[config.mk]
export PLATFORM = sky130hd
export DESIGN_NAME = divider_control_flat
export DESIGN_NICKNAME = d
export VERILOG_FILES = /design/src/rtl/divider_pkg.sv /design/src/rtl/divider_control_if.sv /design/src/rtl/div_iter_counter.sv /design/src/rtl/divider_control.sv /design/src/flat_wrapper.sv
export SDC_FILE = /design/constraint.sdc
export NUM_CORES = 1
export LEC_CHECK = 0
export ABC_AREA = 1
export CAP_MARGIN = 15
export CELL_PAD_IN_SITES_DETAIL_PLACEMENT = 1
export CELL_PAD_IN_SITES_GLOBAL_PLACEMENT = 1
export CORE_AREA = 5 5 61 63
export CTS_CLUSTER_SIZE = 12
export DETAILED_ROUTE_END_ITERATION = 7
export DIE_AREA = 0 0 66 68
export GPL_ROUTABILITY_DRIVEN = 0
export GPL_TIMING_DRIVEN = 0
export PLACE_DENSITY_LB_ADDON = 0.1
export SLEW_MARGIN = 20
export SYNTH_ARGS = -nofsm -noshare
export SYNTH_HDL_FRONTEND = slang
export SYNTH_SLANG_ARGS = --single-unit
[constraint.sdc]
create_clock -name clk -period 2.6 [get_ports clk]
set_input_delay 0.52 -clock clk [delete_from_list [all_inputs] [get_ports clk]]
set_output_delay 0.52 -clock clk [all_outputs]
set_load 0.01 [all_outputs]
[src/rtl/divider_pkg.sv]
// Shared definitions for the restoring-divider sequencer: state encoding,
// remainder write codes, ALU op codes, the registered control word and its
// per-state decode.
// No ports (package).
package divider_pkg;

    localparam int unsigned DIV_WIDTH = 32;
    localparam int unsigned DIV_CNT_W = 6;

    typedef enum logic [2:0] {
        S_IDLE    = 3'd0,
        S_LOAD    = 3'd1,
        S_SUB     = 3'd2,
        S_SHL1    = 3'd3,
        S_RESTORE = 3'd4,
        S_ZERO    = 3'd5,
        S_DONE    = 3'd6
    } state_t;

    // Remainder register write codes
    localparam logic [1:0] CTRL_LOAD_SHL     = 2'b00;
    localparam logic [1:0] CTRL_SUB          = 2'b01;
    localparam logic [1:0] CTRL_SHL1         = 2'b10;
    localparam logic [1:0] CTRL_RESTORE_SHL0 = 2'b11;

    localparam logic ALU_ADD = 1'b0;
    localparam logic ALU_SUB = 1'b1;

    // Control word driven toward the datapath (div_zero is kept separately
    // because it is sticky rather than a pure state decode)
    typedef struct packed {
        logic [1:0] w_ctrl_reg2;
        logic       reg2_we;
        logic       w_ctrl_reg1;
        logic       alu_op;
        logic       busy;
        logic       rdy;
    } ctrl_out_t;

    // Output decode for a given state; unknown encodings decode to all-zero
    function automatic ctrl_out_t decode_state(input state_t s);
        ctrl_out_t o;
        o = '0;
        case (s)
            S_LOAD: begin
                o.w_ctrl_reg2 = CTRL_LOAD_SHL;
                o.reg2_we     = 1'b1;
                o.w_ctrl_reg1 = 1'b1;
                o.busy        = 1'b1;
            end
            S_SUB: begin
                o.w_ctrl_reg2 = CTRL_SUB;
                o.alu_op      = ALU_SUB;
                o.reg2_we     = 1'b1;
                o.busy        = 1'b1;
            end
            S_SHL1: begin
                o.w_ctrl_reg2 = CTRL_SHL1;
                o.reg2_we     = 1'b1;
                o.busy        = 1'b1;
            end
            S_RESTORE: begin
                o.w_ctrl_reg2 = CTRL_RESTORE_SHL0;
                o.alu_op      = ALU_ADD;
                o.reg2_we     = 1'b1;
                o.busy        = 1'b1;
            end
            S_ZERO: begin
                o.busy = 1'b1;
            end
            S_DONE: begin
                o.rdy = 1'b1;
            end
            default: begin
                o = '0;
            end
        endcase
        return o;
    endfunction

endpackage

[src/rtl/divider_control_if.sv]
// Bundle between the divider sequencer and its environment (CPU handshake,
// remainder register and ALU).
//  start, divisor_zero : CPU request and operand flag (sampled together)
//  sign_flag           : remainder MSB fed back from the remainder register
//  w_ctrl_reg2, reg2_we, w_ctrl_reg1, alu_op : datapath control
//  busy, rdy, div_zero : status back to the CPU
// modport slave  : the sequencer
// modport master : the surrounding CPU/datapath
interface divider_control_if;

    logic       start;
    logic       divisor_zero;
    logic       sign_flag;
    logic [1:0] w_ctrl_reg2;
    logic       reg2_we;
    logic       w_ctrl_reg1;
    logic       alu_op;
    logic       busy;
    logic       rdy;
    logic       div_zero;

    modport master (
        output start, divisor_zero, sign_flag,
        input  w_ctrl_reg2, reg2_we, w_ctrl_reg1, alu_op, busy, rdy, div_zero
    );

    modport slave (
        input  start, divisor_zero, sign_flag,
        output w_ctrl_reg2, reg2_we, w_ctrl_reg1, alu_op, busy, rdy, div_zero
    );

endinterface

[src/rtl/div_iter_counter.sv]
// Iteration counter for the divider sequencer: synchronous clear, saturating
// increment and a registered "last iteration" flag (count == WIDTH-1).
//  clk     : clock
//  rst     : synchronous active-low reset
//  clr_i   : force count to 0
//  inc_i   : advance count (held once the last value is reached)
//  last_o  : count currently equals WIDTH-1
module div_iter_counter #(
    parameter int unsigned WIDTH = 32,
    parameter int unsigned CNT_W = 6
) (
    input  logic clk,
    input  logic rst,
    input  logic clr_i,
    input  logic inc_i,
    output logic last_o
);

    localparam logic [CNT_W-1:0] LAST_VAL = CNT_W'(WIDTH - 1);

    if ((64'(1) << CNT_W) <= 64'(WIDTH)) begin : g_bad_cnt_w
        $error("div_iter_counter: CNT_W too small for WIDTH");
    end

    logic [CNT_W-1:0] count_q, count_d;
    logic             last_q, last_d;

    // Saturating next-count so the counter can never pass WIDTH-1 or wrap
    always_comb begin
        count_d = count_q;
        if (clr_i) begin
            count_d = '0;
        end else if (inc_i && !last_q) begin
            count_d = count_q + CNT_W'(1);
        end
        last_d = (count_d == LAST_VAL);
    end

    always_ff @(posedge clk) begin
        if (!rst) begin
            count_q <= '0;
            last_q  <= 1'b0;
        end else begin
            count_q <= count_d;
            last_q  <= last_d;
        end
    end

    assign last_o = last_q;

endmodule

[src/rtl/divider_control.sv]
// Sequencer for the 32-bit unsigned restoring divider. Loads the remainder
// register, then alternates SUB with SHL1/RESTORE based on the remainder sign
// for WIDTH iterations, flags divide-by-zero and handshakes start/rdy.
//  clk  : clock, controller updates on posedge
//  rst  : synchronous active-low reset
//  bus  : divider_control_if.slave (start, divisor_zero, sign_flag in;
//         w_ctrl_reg2, reg2_we, w_ctrl_reg1, alu_op, busy, rdy, div_zero out)
module divider_control
    import divider_pkg::*;
#(
    parameter int unsigned WIDTH = DIV_WIDTH,
    parameter int unsigned CNT_W = DIV_CNT_W
) (
    input  logic               clk,
    input  logic               rst,
    divider_control_if.slave   bus
);

    state_t    state_q, state_d;
    ctrl_out_t out_q, out_d;
    logic      div_zero_q, div_zero_d;
    logic      cnt_clr, cnt_inc, cnt_last;

    div_iter_counter #(
        .WIDTH (WIDTH),
        .CNT_W (CNT_W)
    ) u_iter_counter (
        .clk    (clk),
        .rst    (rst),
        .clr_i  (cnt_clr),
        .inc_i  (cnt_inc),
        .last_o (cnt_last)
    );

    // Next-state, counter control and registered-output decode
    always_comb begin
        state_d    = state_q;
        div_zero_d = div_zero_q;
        cnt_clr    = 1'b0;
        cnt_inc    = 1'b0;

        case (state_q)
            S_IDLE: begin
                if (bus.start) begin
                    state_d = bus.divisor_zero ? S_ZERO : S_LOAD;
                end
            end
            S_LOAD: begin
                cnt_clr = 1'b1;
                state_d = S_SUB;
            end
            S_SUB: begin
                // sign_flag reflects the subtract written on the previous negedge
                state_d = bus.sign_flag ? S_RESTORE : S_SHL1;
            end
            S_SHL1, S_RESTORE: begin
                cnt_inc = 1'b1;
                state_d = cnt_last ? S_DONE : S_SUB;
            end
            S_ZERO: begin
                div_zero_d = 1'b1;
                state_d    = S_DONE;
            end
            S_DONE: begin
                if (bus.start) begin
                    div_zero_d = 1'b0;
                    state_d    = bus.divisor_zero ? S_ZERO : S_LOAD;
                end
            end
            default: begin
                state_d    = S_IDLE;
                div_zero_d = 1'b0;
            end
        endcase

        // Outputs registered from the next state so they are valid at the posedge
        out_d = decode_state(state_d);
    end

    always_ff @(posedge clk) begin
        if (!rst) begin
            state_q    <= S_IDLE;
            out_q      <= '0;
            div_zero_q <= 1'b0;
        end else begin
            state_q    <= state_d;
            out_q      <= out_d;
            div_zero_q <= div_zero_d;
        end
    end

    assign bus.w_ctrl_reg2 = out_q.w_ctrl_reg2;
    assign bus.reg2_we     = out_q.reg2_we;
    assign bus.w_ctrl_reg1 = out_q.w_ctrl_reg1;
    assign bus.alu_op      = out_q.alu_op;
    assign bus.busy        = out_q.busy;
    assign bus.rdy         = out_q.rdy;
    assign bus.div_zero    = div_zero_q;

endmodule

[src/flat_wrapper.sv]
// flat-port wrapper written by rule: the top's interface ports become plain ports
module divider_control_flat import divider_pkg::*;
#(
    parameter int unsigned WIDTH = DIV_WIDTH,
    parameter int unsigned CNT_W = DIV_CNT_W
)
  (clk, rst, bus_start, bus_divisor_zero, bus_sign_flag, bus_w_ctrl_reg2, bus_reg2_we, bus_w_ctrl_reg1, bus_alu_op, bus_busy, bus_rdy, bus_div_zero);
  divider_control_if bus_i ();
  input  logic clk;
  input  logic rst;
  input wire logic [$bits(bus_i.start)-1:0] bus_start;
  input wire logic [$bits(bus_i.divisor_zero)-1:0] bus_divisor_zero;
  input wire logic [$bits(bus_i.sign_flag)-1:0] bus_sign_flag;
  output wire logic [$bits(bus_i.w_ctrl_reg2)-1:0] bus_w_ctrl_reg2;
  output wire logic [$bits(bus_i.reg2_we)-1:0] bus_reg2_we;
  output wire logic [$bits(bus_i.w_ctrl_reg1)-1:0] bus_w_ctrl_reg1;
  output wire logic [$bits(bus_i.alu_op)-1:0] bus_alu_op;
  output wire logic [$bits(bus_i.busy)-1:0] bus_busy;
  output wire logic [$bits(bus_i.rdy)-1:0] bus_rdy;
  output wire logic [$bits(bus_i.div_zero)-1:0] bus_div_zero;
  assign bus_i.start = bus_start;
  assign bus_i.divisor_zero = bus_divisor_zero;
  assign bus_i.sign_flag = bus_sign_flag;
  assign bus_w_ctrl_reg2 = bus_i.w_ctrl_reg2;
  assign bus_reg2_we = bus_i.reg2_we;
  assign bus_w_ctrl_reg1 = bus_i.w_ctrl_reg1;
  assign bus_alu_op = bus_i.alu_op;
  assign bus_busy = bus_i.busy;
  assign bus_rdy = bus_i.rdy;
  assign bus_div_zero = bus_i.div_zero;
  divider_control #(.WIDTH(WIDTH), .CNT_W(CNT_W)) u_core (.clk(clk), .rst(rst), .bus(bus_i));
endmodule
==> metrics <==
status=completed; final hold viol count=0; total nets after synthesis=roughly 130; CTS buffer count=3; Relative slew margins=0.664; count of antenna-violating nets left after detailed routing=0; nature of the critical path endpoint=primary output; sequential fraction of the synthesis area=0.389; critical path, cell by cell=clkdlybuf4s50_1; dominant synthesized flop cell=sky130_fd_sc_hd__dfxtp_1; number of sinks driven by the clock tree=18; unrepaired setup endpoints after global routing=no; peak supply drop=0.000418 V; clock-pin slew on the worst setup and hold paths=0.10 ns; number of max-capacitance violations reported=0; logic gate share of total power=0.453; antenna diode instance count=0; clock tree from TritonCTS=yes; library cells used by synthesis=27; path class of the lowest-slack min-delay path=flop to flop; mean area per synthesized cell=approximately 7.3 um^2; routed wire length=around 2 mm; Min-Delay Path Depth=2; cells after synthesis=between 100 and 150; count of cells along the worst register-to-register path=9; number of antenna violations at the first check in global routing=0; kind of start point of the critical path=flop; Die X-Extent=66 um; post-CTS setup buffers=0; global-route wire length before repair=between 3 and 4 mm; CP peak stage delay=approximately 0.54 ns; Buffers & Inverters on Critical Path=1; family with the most delay on the worst path=buffers and inverters; vias in the first global route=841; Die H=just under 70 um; fraction of power spent switching nets=0.405; critical path class=flop to primary output; LEAKAGE=approximately 0.00048 uW; Gates resized, CTS repair=0; library cell contributing the largest single delay on the critical path=sky130_fd_sc_hd__clkdlybuf4s50_1; portion of total power attributed to the clock network=0.161; synthesis-stage register bit count=18; Synthesis Warnings=0; P_sw=427 uW; detailed placement HPWL=1.68 mm; area of the die=0.00449 mm^2; worst hold path endpoint=u_core.u_iter_counter.count_q[5]$_SDFF_PN0_; post-synthesis cell area=927 um^2; Core Footprint=~0.0032 mm^2; fraction of final layout cells sized beyond drive strength 1=0.154; quantity of hold-fixing buffers added after cts=0; initial cell density of the core=0.292; average wire per cell in the routed design=10.8 um; Vias/cell=~4.4; remaining global-route overflow=0; utilization after layout=0.359; slack of the worst reg-to-reg path=about 1.1 ns; arrival time reported for the critical path endpoint=1.17 ns; Non-Filler Instances=189; largest area contributor in the synthesized netlist=sky130_fd_sc_hd__dfxtp_1; largest fanout on the critical path=2; DRC=0; number of buffers on the longest clock path=2; min cycle time layout=between 1.5 and 2 ns; power density relative to cell area=925 mW/mm^2; relative area change from synthesis to final layout=23.1%; maximum number of pins on one net before global-route repair=11; share of flip-flops with an asynchronous set or reset=0; clock tree root driver cell=sky130_fd_sc_hd__clkbuf_4; Synth area leaders=sky130_fd_sc_hd__dfxtp_1, sky130_fd_sc_hd__nand2_1, sky130_fd_sc_hd__nor2_1, sky130_fd_sc_hd__nand3_1, sky130_fd_sc_hd__inv_1; # placed instances=between 150 and 200; measured slew at the worst slew-check pin=0.504 ns; num rows=21; share of the clock period used by the worst path after layout=0.651; list of most frequent post-synthesis cells=sky130_fd_sc_hd__nand2_1, sky130_fd_sc_hd__nor2_1, sky130_fd_sc_hd__dfxtp_1; Final Slew Violations=0; clock latency at the later pin of the worst-skew pair=between 0.2 and 0.3 ns; Top Ports=13; length of the first detailed-routing pass in iterations=4; most common cell in the synthesized netlist=sky130_fd_sc_hd__nand2_1; DRC marker count from the first detailed-route iteration=13; count of flip-flops with a built-in enable after synthesis=0; timing-limited maximum frequency=591 MHz; fin nets=150; number of logic stages on the critical path including buffering=1; number of I/O port buffers=12; required time of the worst setup path=2.08 ns; final setup violating endpoints=0; share of power burned in registers=0.386; origin of the worst min-delay path=u_core.u_iter_counter.count_q[5]$_SDFF_PN0_; TNS Setup=0 ns; worst r2r dst=u_core.bus.w_ctrl_reg2[0]$_SDFF_PN0_; H-Tree Depth=1; Vias=826; top cell type's share of synthesized area=0.389; Critical R2R Launch=u_core.state_q[2]$_SDFF_PN0_; all-layer global routing usage=0.103; largest clock skew in the final design=0.00508 ns; Pint=about 630 uW
[per-stage QoR]
| step | hold WS (ns) | cell area [um^2] | setup WS (ns) | total power [uW] |
|---|---|---|---|---|
| 6_report | 0.502 | 1140 | 0.908 | 1060 |
| 3_3_place_gp | 0.482 | 1100 | 0.718 | 898 |
| 4_1_cts | 0.505 | 1140 | 0.879 | 1080 |
| 5_1_grt | 0.544 | 1140 | 0.838 | 1170 |
| 3_5_place_dp | 0.489 | 1100 | 0.685 | 904 |
| 2_1_floorplan | 0.467 | 927 | 1.33 | 742 |
[power by group through the flow]
| stage | combinational (uW) | clock [uW] | sequential, uW |
|---|---|---|---|
| floorplan | 319 | 0 | 423 |
| global placement | 484 | 0 | 414 |
| detailed placement | 488 | 0 | 416 |
| CTS | 492 | 180 | 410 |
| global route | 548 | 198 | 420 |
| finish | 478 | 169 | 408 |
[sequential cells by signal (all words and copies together), names as in the netlist]
name and cells:
u_core.bus.rdy 1, u_core.bus.w_ctrl_reg2 2, u_core.state_q 3, u_core.u_iter_counter.last_o 1, u_core.bus.reg2_we 1, u_core.bus.w_ctrl_reg1 1
u_core.bus.div_zero 1, u_core.bus.busy 1, u_core.u_iter_counter.count_q 6, u_core.bus.alu_op 1
[cell usage in the layout, fill, tap and decap left out, types with 2 or more instances in the layout]
| master | instances |
|---|---|
| sky130_fd_sc_hd__nor3_1 | 2 |
| sky130_fd_sc_hd__inv_1 | 16 |
| sky130_fd_sc_hd__nor2_2 | 2 |
| sky130_fd_sc_hd__nor2_1 | 20 |
| sky130_fd_sc_hd__o21ai_0 | 3 |
| sky130_fd_sc_hd__nand2_2 | 4 |
| sky130_fd_sc_hd__a21oi_1 | 2 |
| sky130_fd_sc_hd__nand3_1 | 12 |
| sky130_fd_sc_hd__xor2_1 | 2 |
| sky130_fd_sc_hd__clkdlybuf4s50_1 | 12 |
| sky130_fd_sc_hd__dfxtp_1 | 18 |
| sky130_fd_sc_hd__inv_2 | 2 |
| sky130_fd_sc_hd__nand4_1 | 5 |
| sky130_fd_sc_hd__nand2_1 | 24 |
| sky130_fd_sc_hd__a21oi_2 | 2 |
| sky130_fd_sc_hd__clkbuf_4 | 3 |
[per-layer routing]
metal / wire length, um / track usage / up-vias / part of all wire
li1: - / - / 436 / -
met3: 45 / 0.0164 / 2 / 0.022
met5: 0 / 0 / - / 0
met4: 16 / 0.0533 / 0 / 0.0078
met2: 1070 / 0.200 / 5 / 0.53
met1: 903 / 0.105 / 383 / 0.44
[final cells by class]
cell class / count / area (um^2)
Fill cell: 413 / 2040
Multi-Input combinational cell: 89 / 490
Sequential cell: 18 / 360
Timing Repair Buffer: 12 / 120
Inverter: 19 / 72.6
Tap cell: 46 / 57.6
Clock buffer: 4 / 36.3
Buffer: 1 / 3.75
[logic make-up (layout without fill, tap and decap cells)]
logic type / after synthesis / after routing / synth area share
compound gates: 11 / 11 / 0.0958
xor+xnor: 3 / 3 / 0.0283
fa+ha+maj: 1 / 1 / 0.0135
buf+inv: 20 / 36 / 0.0823
flops: 18 / 18 / 0.389
simple gates: 74 / 74 / 0.391
[worst max-delay path by stage]
stage | start | to | slack (ns)
6_report | u_core.bus.div_zero$_SDFFE_PN0P_ | bus_div_zero | 0.91
5_1_grt | u_core.bus.div_zero$_SDFFE_PN0P_ | bus_div_zero | 0.84
4_1_cts | u_core.bus.div_zero$_SDFFE_PN0P_ | bus_div_zero | 0.88
3_5_place_dp | bus_start | u_core.bus.w_ctrl_reg2[0]$_SDFF_PN0_ | 0.68
3_3_place_gp | bus_start | u_core.bus.w_ctrl_reg2[0]$_SDFF_PN0_ | 0.72
2_1_floorplan | u_core.state_q[0]$_SDFF_PN0_ | u_core.bus.w_ctrl_reg2[0]$_SDFF_PN0_ | 1.33
(Power assumes the default switching activity.)
